$ cat config.mk
export PLATFORM = sky130hd
export DESIGN_NAME = if_id_pipe_reg
export DESIGN_NICKNAME = d
export VERILOG_FILES = /design/src/rtl/if_id_pipe_reg.sv
export SDC_FILE = /design/constraint.sdc
export NUM_CORES = 1
export LEC_CHECK = 0
export CAP_MARGIN = 20
export CORE_ASPECT_RATIO = 0.5
export CORE_MARGIN = 3
export CORE_UTILIZATION = 33
export CTS_CLUSTER_SIZE = 8
export DETAILED_ROUTE_END_ITERATION = 10
export GPL_ROUTABILITY_DRIVEN = 0
export PLACE_DENSITY = 0.8
export SLEW_MARGIN = 0
export SYNTH_ARGS = -nofsm -noshare
export SYNTH_HDL_FRONTEND = slang
export SYNTH_SLANG_ARGS = --single-unit
$ cat constraint.sdc
create_clock -name Clk -period 2.1 [get_ports Clk]
set_clock_uncertainty 0.1 [all_clocks]
set_input_delay 0.42 -clock Clk [delete_from_list [all_inputs] [get_ports Clk]]
set_output_delay 0.42 -clock Clk [all_outputs]
set_load 0.03 [all_outputs]
$ cat src/rtl/if_id_pipe_reg.sv
// -----------------------------------------------------------------------------
// if_id_pipe_reg
//   IF/ID pipeline register plus MIPS field decoder. Sits on the consumer side
//   of the fetch-stage interface. Each cycle it captures PC, PC+4 and the
//   instruction word from fetch. It holds them while decode is stalled. After a
//   MEM-stage redirect it replaces wrong-path fetches with NOP bubbles.
//
//   Parameters
//     FLUSH_CYCLES  extra bubbles after the redirect cycle (0..7). These cover
//                   fetch registers that are still in flight.
//
//   Ports
//     Clk, Clrn         clock (rising edge); async reset, active low
//     IFout_PC/PC4/Inst fetch-stage PC, PC+4 and instruction word
//     MEM_PCSrc         redirect taken in MEM; squash request
//     ID_Stall          hazard unit asks decode to hold its contents
//     IF_Hold           freeze PC/fetch this cycle
//     ID_Valid          ID contents are a real instruction (0 = bubble)
//     ID_PC/PC4/Inst    registered fetch values (Inst = 0 for a bubble)
//     ID_Op..ID_Jaddr   combinational field slices of ID_Inst / ID_PC4
// -----------------------------------------------------------------------------
module if_id_pipe_reg #(
    parameter int unsigned FLUSH_CYCLES = 1
) (
    input  logic        Clk,
    input  logic        Clrn,
    input  logic [31:0] IFout_PC,
    input  logic [31:0] IFout_PC4,
    input  logic [31:0] IFout_Inst,
    input  logic        MEM_PCSrc,
    input  logic        ID_Stall,
    output logic        IF_Hold,
    output logic        ID_Valid,
    output logic [31:0] ID_PC,
    output logic [31:0] ID_PC4,
    output logic [31:0] ID_Inst,
    output logic [5:0]  ID_Op,
    output logic [4:0]  ID_Rs,
    output logic [4:0]  ID_Rt,
    output logic [4:0]  ID_Rd,
    output logic [4:0]  ID_Shamt,
    output logic [5:0]  ID_Funct,
    output logic [31:0] ID_ImmS,
    output logic [31:0] ID_ImmZ,
    output logic [31:0] ID_Jaddr
);

    localparam logic [2:0] FLUSH_INIT = 3'(FLUSH_CYCLES);

    logic [31:0] pc_q,   pc_d;
    logic [31:0] pc4_q,  pc4_d;
    logic [31:0] inst_q, inst_d;
    logic        vld_q,  vld_d;
    logic [2:0]  cnt_q,  cnt_d;

    logic        flushing;
    assign flushing = (cnt_q != 3'd0);

    // Next-state selection. A redirect outranks an ongoing flush, so a second
    // redirect restarts the bubble run. A flush in turn outranks a stall, so
    // bubbles keep advancing. During a bubble the PCs still track fetch so
    // that downstream PC-relative logic sees coherent values.
    always_comb begin
        pc_d   = pc_q;
        pc4_d  = pc4_q;
        inst_d = inst_q;
        vld_d  = vld_q;
        cnt_d  = cnt_q;
        if (MEM_PCSrc) begin
            pc_d   = IFout_PC;
            pc4_d  = IFout_PC4;
            inst_d = 32'h0;
            vld_d  = 1'b0;
            cnt_d  = FLUSH_INIT;
        end else if (flushing) begin
            pc_d   = IFout_PC;
            pc4_d  = IFout_PC4;
            inst_d = 32'h0;
            vld_d  = 1'b0;
            cnt_d  = cnt_q - 3'd1;
        end else if (!ID_Stall) begin
            pc_d   = IFout_PC;
            pc4_d  = IFout_PC4;
            inst_d = IFout_Inst;
            vld_d  = 1'b1;
        end
    end

    always_ff @(posedge Clk or negedge Clrn) begin
        if (!Clrn) begin
            pc_q   <= 32'h0;
            pc4_q  <= 32'h0;
            inst_q <= 32'h0;
            vld_q  <= 1'b0;
            cnt_q  <= 3'd0;
        end else begin
            pc_q   <= pc_d;
            pc4_q  <= pc4_d;
            inst_q <= inst_d;
            vld_q  <= vld_d;
            cnt_q  <= cnt_d;
        end
    end

    // Fetch is frozen only when the stall really takes effect here. A redirect
    // or a flush in progress overrides it, and fetch must run to pick up the
    // target path. Gate with Clrn so that no hold leaks out while in reset.
    assign IF_Hold = Clrn & ID_Stall & ~MEM_PCSrc & ~flushing;

    assign ID_Valid = vld_q;
    assign ID_PC    = pc_q;
    assign ID_PC4   = pc4_q;
    assign ID_Inst  = inst_q;

    assign ID_Op    = inst_q[31:26];
    assign ID_Rs    = inst_q[25:21];
    assign ID_Rt    = inst_q[20:16];
    assign ID_Rd    = inst_q[15:11];
    assign ID_Shamt = inst_q[10:6];
    assign ID_Funct = inst_q[5:0];
    assign ID_ImmS  = {{16{inst_q[15]}}, inst_q[15:0]};
    assign ID_ImmZ  = {16'h0, inst_q[15:0]};
    assign ID_Jaddr = {pc4_q[31:28], inst_q[25:0], 2'b00};

endmodule
# Word-level counts from Yosys, hierarchy flattened
# Cells that the tools add are included.
# totals
reg_bits	100
output_inout_bits	226
# op_classes
n_mux	14
n_reduce_logical	2
n_addsub	1
n_eq_ne	1
bitwise	5
# ops
op	n
32-bit two-way mux	9
3-bit two-way mux	2
1-bit AND	3
1-bit two-way mux	3
3-bit by 2-bit != test with 1-bit output (second input constant)	1
3-bit nonzero test	1
3-bit by 1-bit subtractor with 3-bit output (second input constant)	1
1-bit inverter	2
2-bit nonzero test	1

# Depth between registers and ports, before layout
# Gate-level depths: netlist of the first run.
# depth
ltp_word	3
ltp_mapped	7
depth_no_buf	5

# Worst setup path after synthesis of the first run
# OpenSTA, ideal clock, no wires.
# synth_path
path_type	flip-flop to output port
startpoint	register cnt_q[0]
endpoint	output port IF_Hold
n_path_buf	2
stages_incl_launch_ff	7
t_arrival_ns	1.760
path_slack_ns	-0.180
path_cell_list	dfrtp_1 inv_1 ha_1 or3b_1 buf_2 clkbuf_1 nor2_1
# synth_between
elab_chain_len	3
# synth_lines
item	line	rtl
from (decl)	54	logic [2:0] cnt_q, cnt_d;
from (signal assigned)	101	cnt_q <= cnt_d;
3-bit nonzero test	57	assign flushing = (cnt_q != 3'd0);
1-bit inverter	108	assign IF_Hold = Clrn & ID_Stall & ~MEM_PCSrc & ~flushing;
1-bit AND	108	
to (decl)	32	output logic IF_Hold,
# No other way between the ends.

# Worst setup path in the final report of the first run
# layout_path
startpoint	register cnt_q[1]
endpoint	output port IF_Hold
# Same word-level chain as after synthesis.

==> results of run 1 <==
[power breakdown]
part	switching [mW]	internal (mW)	leakage, nW
clock network	0.748	1.09	0.156
registers	0.177	2.15	1.24
logic	1.43	1.26	2.41
total	2.35	4.50	3.80
[flip-flops by register name, indices dropped and copies added, names as in the netlist]
signal    flops
ID_Inst      32
ID_PC4       32
ID_PC        32
cnt_q         3
ID_Valid      1
[Yosys cell counts]
cell / instances / share of area (%)
or3b_1: 1 / 0.18
xnor2_1: 1 / 0.18
nand2b_1: 2 / 0.26
buf_4: 128 / 20
inv_1: 4 / 0.31
dfrtp_1: 100 / 51
buf_6: 6 / 1.4
conb_1: 1 / 0.077
nor2_1: 36 / 2.8
mux2_2: 60 / 14
mux2_1: 4 / 0.93
buf_2: 4 / 0.41
nor2_8: 1 / 0.41
a211oi_1: 1 / 0.15
ha_1: 2 / 0.51
a21oi_1: 1 / 0.10
mux2i_1: 33 / 6.8
nand2_1: 1 / 0.077
clkbuf_1: 4 / 0.31
[repair_timing]
action                                  4_1_cts  5_1_grt
cloned                                        0        6
resized for setup                             9       33
endpoints found under the setup margin       42       80
pin swaps                                     2        0
hold endpoints to repair                      0        0
buffers inserted                              6        5
[critical path, delay by kind of cell (launching register included)]
family / cells / cell delay, ns
adder cells (fa/ha/maj): 1 / 0.13
buffers and inverters: 3 / 0.35
flip-flops: 1 / 0.40
AND/OR/NAND/NOR: 2 / 0.45
[routing by layer]
metal	global-route usage [%]	share of wire [%]
met5	0	0
met4	4.96	2.3
met3	3.56	3.7
met2	30.4	55
met1	17.8	38
[cell families (layout without fill, tap and decap cells)]
logic type	Yosys count	count (layout)	synth area share, %
other cells	1	18	0.0771
buf+inv	146	354	22.2
compound gates	2	2	0.257
xor+xnor	1	1	0.180
mux	97	97	21.6
simple gates	41	41	3.71
fa+ha+maj	2	2	0.515
flops	100	100	51.5
[metrics by stage]
stage	setup TNS, ns	hold WS [ns]	total power, mW	worst slack, ns
floorplan	0	0.0244	3.93	0.00591
global placement	-11.62	0.375	4.77	-0.194
detailed placement	-14.29	0.387	4.83	-0.251
CTS	-0.0984	0.0915	6.76	-0.0984
global route	-3.00	0.105	7.12	-0.158
finish	-0.509	0.0660	6.85	-0.0879
[layout make-up]
type | count | area [µm²]
Inverter | 4 | 15.0
Multi-Input combinational cell | 161 | 1380
Timing Repair Buffer | 334 | 3510
Clock buffer | 10 | 239
Fill cell | 1139 | 5990
Sequential cell | 100 | 2500
Clock inverter | 6 | 92.6
Tap cell | 192 | 240
[worst paths after layout]
check,startpoint,to,depth (start not counted)
setup / recovery,cnt_q[1],IF_Hold,6
hold / removal,Clrn,ID_PC[23],2
setup reg to reg,cnt_q[1],ID_PC[2],8
hold reg to reg,ID_PC[31],ID_PC[31],1
max in group asynchronous,Clrn,ID_Inst[20],2
min in group Clk,ID_PC[31],ID_PC[31],1
==> summary.md, run 1 <==
| Metric | Value |
|---|---|
| Status | finished with violations |
| Clk slew on worst S/H paths | 0.07 ns |
| Initial Util | about a third |
| Violated checks | setup timing |
| CP Max Fanout | 2 |
| Largest net degree at the start of global routing | between 100 and 150 |
| Worst vdd ir | 424 µV |
| Critical Path End Type | output port |
| Die W | 178 µm |
| CTS tree | built |
| Setup-failing EPs final | 31 |
| Crit path top cell by count | buf_6 |
| Final instance area | about 8000 µm² |
| Setup repair after global routing missed its margin | true |
| Via count | 3418 |
| Die area | about 16000 µm² |
| Num rows | 30 |
| Post-route ant nets | 0 |
| Placed wire-length estimate | 10600 µm |
| Inst Count DP | 774 |
| Synth warn | 0 |
| CTS sink count | 100 |
| Final setup margin | -0.0879 ns |
| Hold Buf Count CTS | 0 |
| Final Cycle Share | 104% |
| Worst skew pair latency | about 0.33 ns |
| Vias in the first global route | between 3000 and 4000 |
| Reg2reg setup slack | -0.03 ns |
| Final cell count without fillers | just over 800 |
| Final Critical Period | about 2.2 ns |
| GR Overflow Total | 0 |
| Hold Fails Final Rpt | 0 |
| Netlist cell types | 19 |
| Die Ht | approximately 90 µm |
| CP Data Arrival Time | 1.67 ns |
| Commonest non-fill, non-tap cells in the layout | clkdlybuf4s50_1 (275), dfrtp_1 (100), mux2_2 (60) |
| Global Route Usage Sum | between 15 and 20% |
| # diodes | 0 |
| Root Buffer | clkbuf_16 |
| Slowest stage delay, CP | around 0.40 ns |
| Post-synthesis sequential area ratio | 51.5% |
| Layout cells sized above 1 | between 10% and 20% |
| Leakage power | 3.80 nW |
| CTS max path bufs | 2 |
| Crit-path cells | inv_2, ha_4, or3b_4, buf_6, nor2_4, buf_6 |
| Port buffer count | a little over 300 |
| Peak Freq | 0.457 GHz |
| Yosys reg bits | 100 |
| DR pass1 iterations | 4 |
| Vias/cell | about 4.2 |
| Synth Instances | 390 |
| Drc violations | 0 |
| Crit path required time | 1.58 ns |
| Leading cell type in the layout, fill and taps excluded | clkdlybuf4s50_1 |
| Core Area | approximately 14000 µm² |
| Placed cell areas | approximately 7300 µm² |
| Nets | slightly above 700 |
| Initial antenna violation count | 0 |
| Total CTS buffers | 9 |
| Mapped cell area | approximately 4900 µm² |
| Core Util, Final | about 57% |
| Slew Limit Fails | 0 |
| # H-tree levels | 3 |
| P&R area growth vs syn | 63.9% |
| Slowest-stage cell, CP | dfrtp_1 |
| Avg WL per Cell | ~18 µm |
| First-pass GRT wire length | between 20000 and 25000 µm |
| Max_cap viols | 0 |
| Routed WL | between 10000 and 15000 µm |
| Setup CP Type | reg -> out |
| Slew at the pin closest to its max-slew limit | 0.542 ns |
| Slew headroom | roughly 64% |
| 1st-iter DRT viols | about 140 |
| HP Class | in -> async |
| Syn avg cell area | roughly 12 µm² |
| IO Count | approximately 330 |
| Startpoint types | register |
| Cell Pwr Density | between 800 and 900 nW/µm² |
(Power assumes the default switching activity.)
==> run 2, diff against run 1 <==
--- a/config.mk
+++ b/config.mk
@@ -17,3 +17,4 @@
 export SYNTH_ARGS = -nofsm -noshare
 export SYNTH_HDL_FRONTEND = slang
 export SYNTH_SLANG_ARGS = --single-unit
+export TNS_END_PERCENT = 20
==> summary.md, run 2 (synthesized netlist as in run 1, its figures left out) <==
| Metric | Value |
|---|---|
| Status | finished with violations |
| Violated checks | setup timing |
| CTS sink count | 100 (unchanged) |
| Die area | 16300 µm² (unchanged) |
| Root Buffer | clkbuf_16 |
| CP Data Arrival Time | 1.66 ns (about the same) |
| Setup-failing EPs final | 55 (+77%) |
| Vias in the first global route | 3559 (unchanged) |
| Startpoint types | register |
| Setup repair after global routing missed its margin | true |
| Die W | 178 µm (unchanged) |
| Post-route ant nets | 0 (unchanged) |
| Worst vdd ir | 420 µV (-0.88%) |
| IO Count | 326 (unchanged) |
| Commonest non-fill, non-tap cells in the layout | clkdlybuf4s50_1 (275), dfrtp_1 (100), mux2_2 (58) |
| Setup WS pre-CTS | -0.251 ns (unchanged) |
| Worst skew pair latency | 0.33 ns (about the same) |
| First-pass GRT wire length | 20400 µm (unchanged) |
| Setup CP Type | reg -> out |
| Final Cycle Share | 104% (-0.30 points) |
| Cell Pwr Density | 861 nW/µm² (+0.21%) |
| Via count | 3385 (-0.97%) |
| CP Max Fanout | 2 (unchanged) |
| Net Sw Frac | 34.3% (about the same) |
| Inst Count DP | 774 (unchanged) |
| P&R area growth vs syn | 62.1% |
| DR pass1 iterations | 4 (unchanged) |
| Placed wire-length estimate | 10600 µm (unchanged) |
| Critical Path End Type | output port |
| Total negative slack | -2.59 ns (-2.08 ns) |
| Peak Freq | 0.458 GHz (+0.28%) |
| # H-tree levels | 3 (unchanged) |
| Clock group share of total power | 27.1% (+0.3 points) |
| CTS tree | built |
| Vias/cell | 4.22 (-0.35%) |
| Crit path required time | 1.58 ns (about the same) |
| Final Critical Period | 2.18 ns (-0.00621 ns) |
| Reg power frac | 34.3% (+0.3 points) |
| Slew headroom | 64.6% (+0.78 points) |
| Slew at the pin closest to its max-slew limit | 0.531 ns (-0.0118 ns) |
| Layout cells sized above 1 | 17.9% (-0.67 points) |
| Logic gate share of total power | 38.6% (-0.6 points) |
| GR Overflow Total | 0 (unchanged) |
| Drc violations | 0 (unchanged) |
| Initial antenna violation count | 0 (unchanged) |
| Final instance area | 7880 µm² (-1.1%) |
| Net switching power | 2.33 mW (-0.91%) |
| Slew Limit Fails | 0 (unchanged) |
| Routed WL | 14100 µm (-2.9%) |
| Core Area | 14000 µm² (unchanged) |
| Nets | 707 (-0.70%) |
| Largest net degree at the start of global routing | 101 (unchanged) |
| Global Route Usage Sum | 16.0% (unchanged) |
| Placed cell areas | 7300 µm² (unchanged) |
| CTS max path bufs | 2 (unchanged) |
| Leakage power | 3.77 nW (-0.95%) |
| Initial Util | 34.8% (unchanged) |
| Final cell count without fillers | 802 (-0.62%) |
| Leading cell type in the layout, fill and taps excluded | clkdlybuf4s50_1 |
| Num rows | 30 (unchanged) |
| Avg WL per Cell | 17.6 µm (-2.3%) |
| Hold Fails Final Rpt | 0 (unchanged) |
| Power Internal | 4.46 mW (-0.91%) |
| Clk slew on worst S/H paths | 0.07 ns (about the same) |
| Max_cap viols | 0 (unchanged) |
| Port buffer count | 307 (unchanged) |
| Final setup margin | -0.0817 ns (+0.00621 ns) |
| Total CTS buffers | 9 (unchanged) |
| 1st-iter DRT viols | 116 (-14%) |
| # diodes | 0 (unchanged) |
| HP Class | in -> async |
| Die Ht | 91.8 µm (unchanged) |
run 2: area by class of cell:
cell class	instances	area (µm²)
Fill cell	1148	6080
Timing Repair Buffer	329	3410
Sequential cell	100	2500
Multi-Input combinational cell	161	1380
Tap cell	192	240
Clock buffer	10	239
Clock inverter	6	92.6
Inverter	4	15.0
run 2: critical path, cell delays in order, from the launching register on:
cell	delay [ns]
dfrtp_1	0.40
inv_2	0.08
ha_4	0.13
or3b_4	0.38
buf_6	0.13
nor2_4	0.07
buf_6	0.13
run 2: through the flow:
| step | utilization (%) | hold WS [ns] | power, mW |
|---|---|---|---|
| final | 56.5 | 0.0799 | 6.78 |
| after global routing | 56.5 | 0.110 | 7.06 |
| after CTS | 55.1 | 0.0915 | 6.76 |
| after detailed placement | 52.3 | 0.387 | 4.83 |
| after global placement | 52.3 | 0.375 | 4.77 |
| after floorplan | - | 0.0244 | 3.93 |
run 2: repair_timing:
action	in CTS	in global routing
gates resized for setup	9	33
endpoints found under the setup margin	42	80
gates cloned	0	3
pin swaps	2	0
buffers inserted	6	3
hold buffers	0	0
run 2: worst paths after layout:
path / startpoint / to / slack, ns / cells after the start
min reg2reg: ID_PC[31] / ID_PC[31] / 0.40 / 1
max reg2reg: cnt_q[1] / ID_PC4[27] / -0.07 / 7
max: cnt_q[1] / IF_Hold / -0.08 / 6
min: Clrn / ID_PC[21] / 0.08 / 2
min in group Clk: ID_PC[31] / ID_PC[31] / 0.40 / 1
max in group asynchronous: Clrn / ID_Inst[20] / 1.45 / 2
run 2: metal layers:
metal  track usage, %  vias to the layer above  wire length [µm]
met5                0                        -                 0
li1                 -                     1556                 -
met3             3.56                       23               530
met4             4.96                        0               335
met2             30.4                       99              7870
met1             17.8                     1707              5360
run 2: power groups by stage:
stage	registers [mW]	logic, mW	clock network (mW)
final	2.33	2.62	1.84
after global routing	2.36	2.74	1.96
after CTS	2.33	2.55	1.88
after detailed placement	2.36	2.46	0
after global placement	2.35	2.43	0
after floorplan	2.75	1.18	0
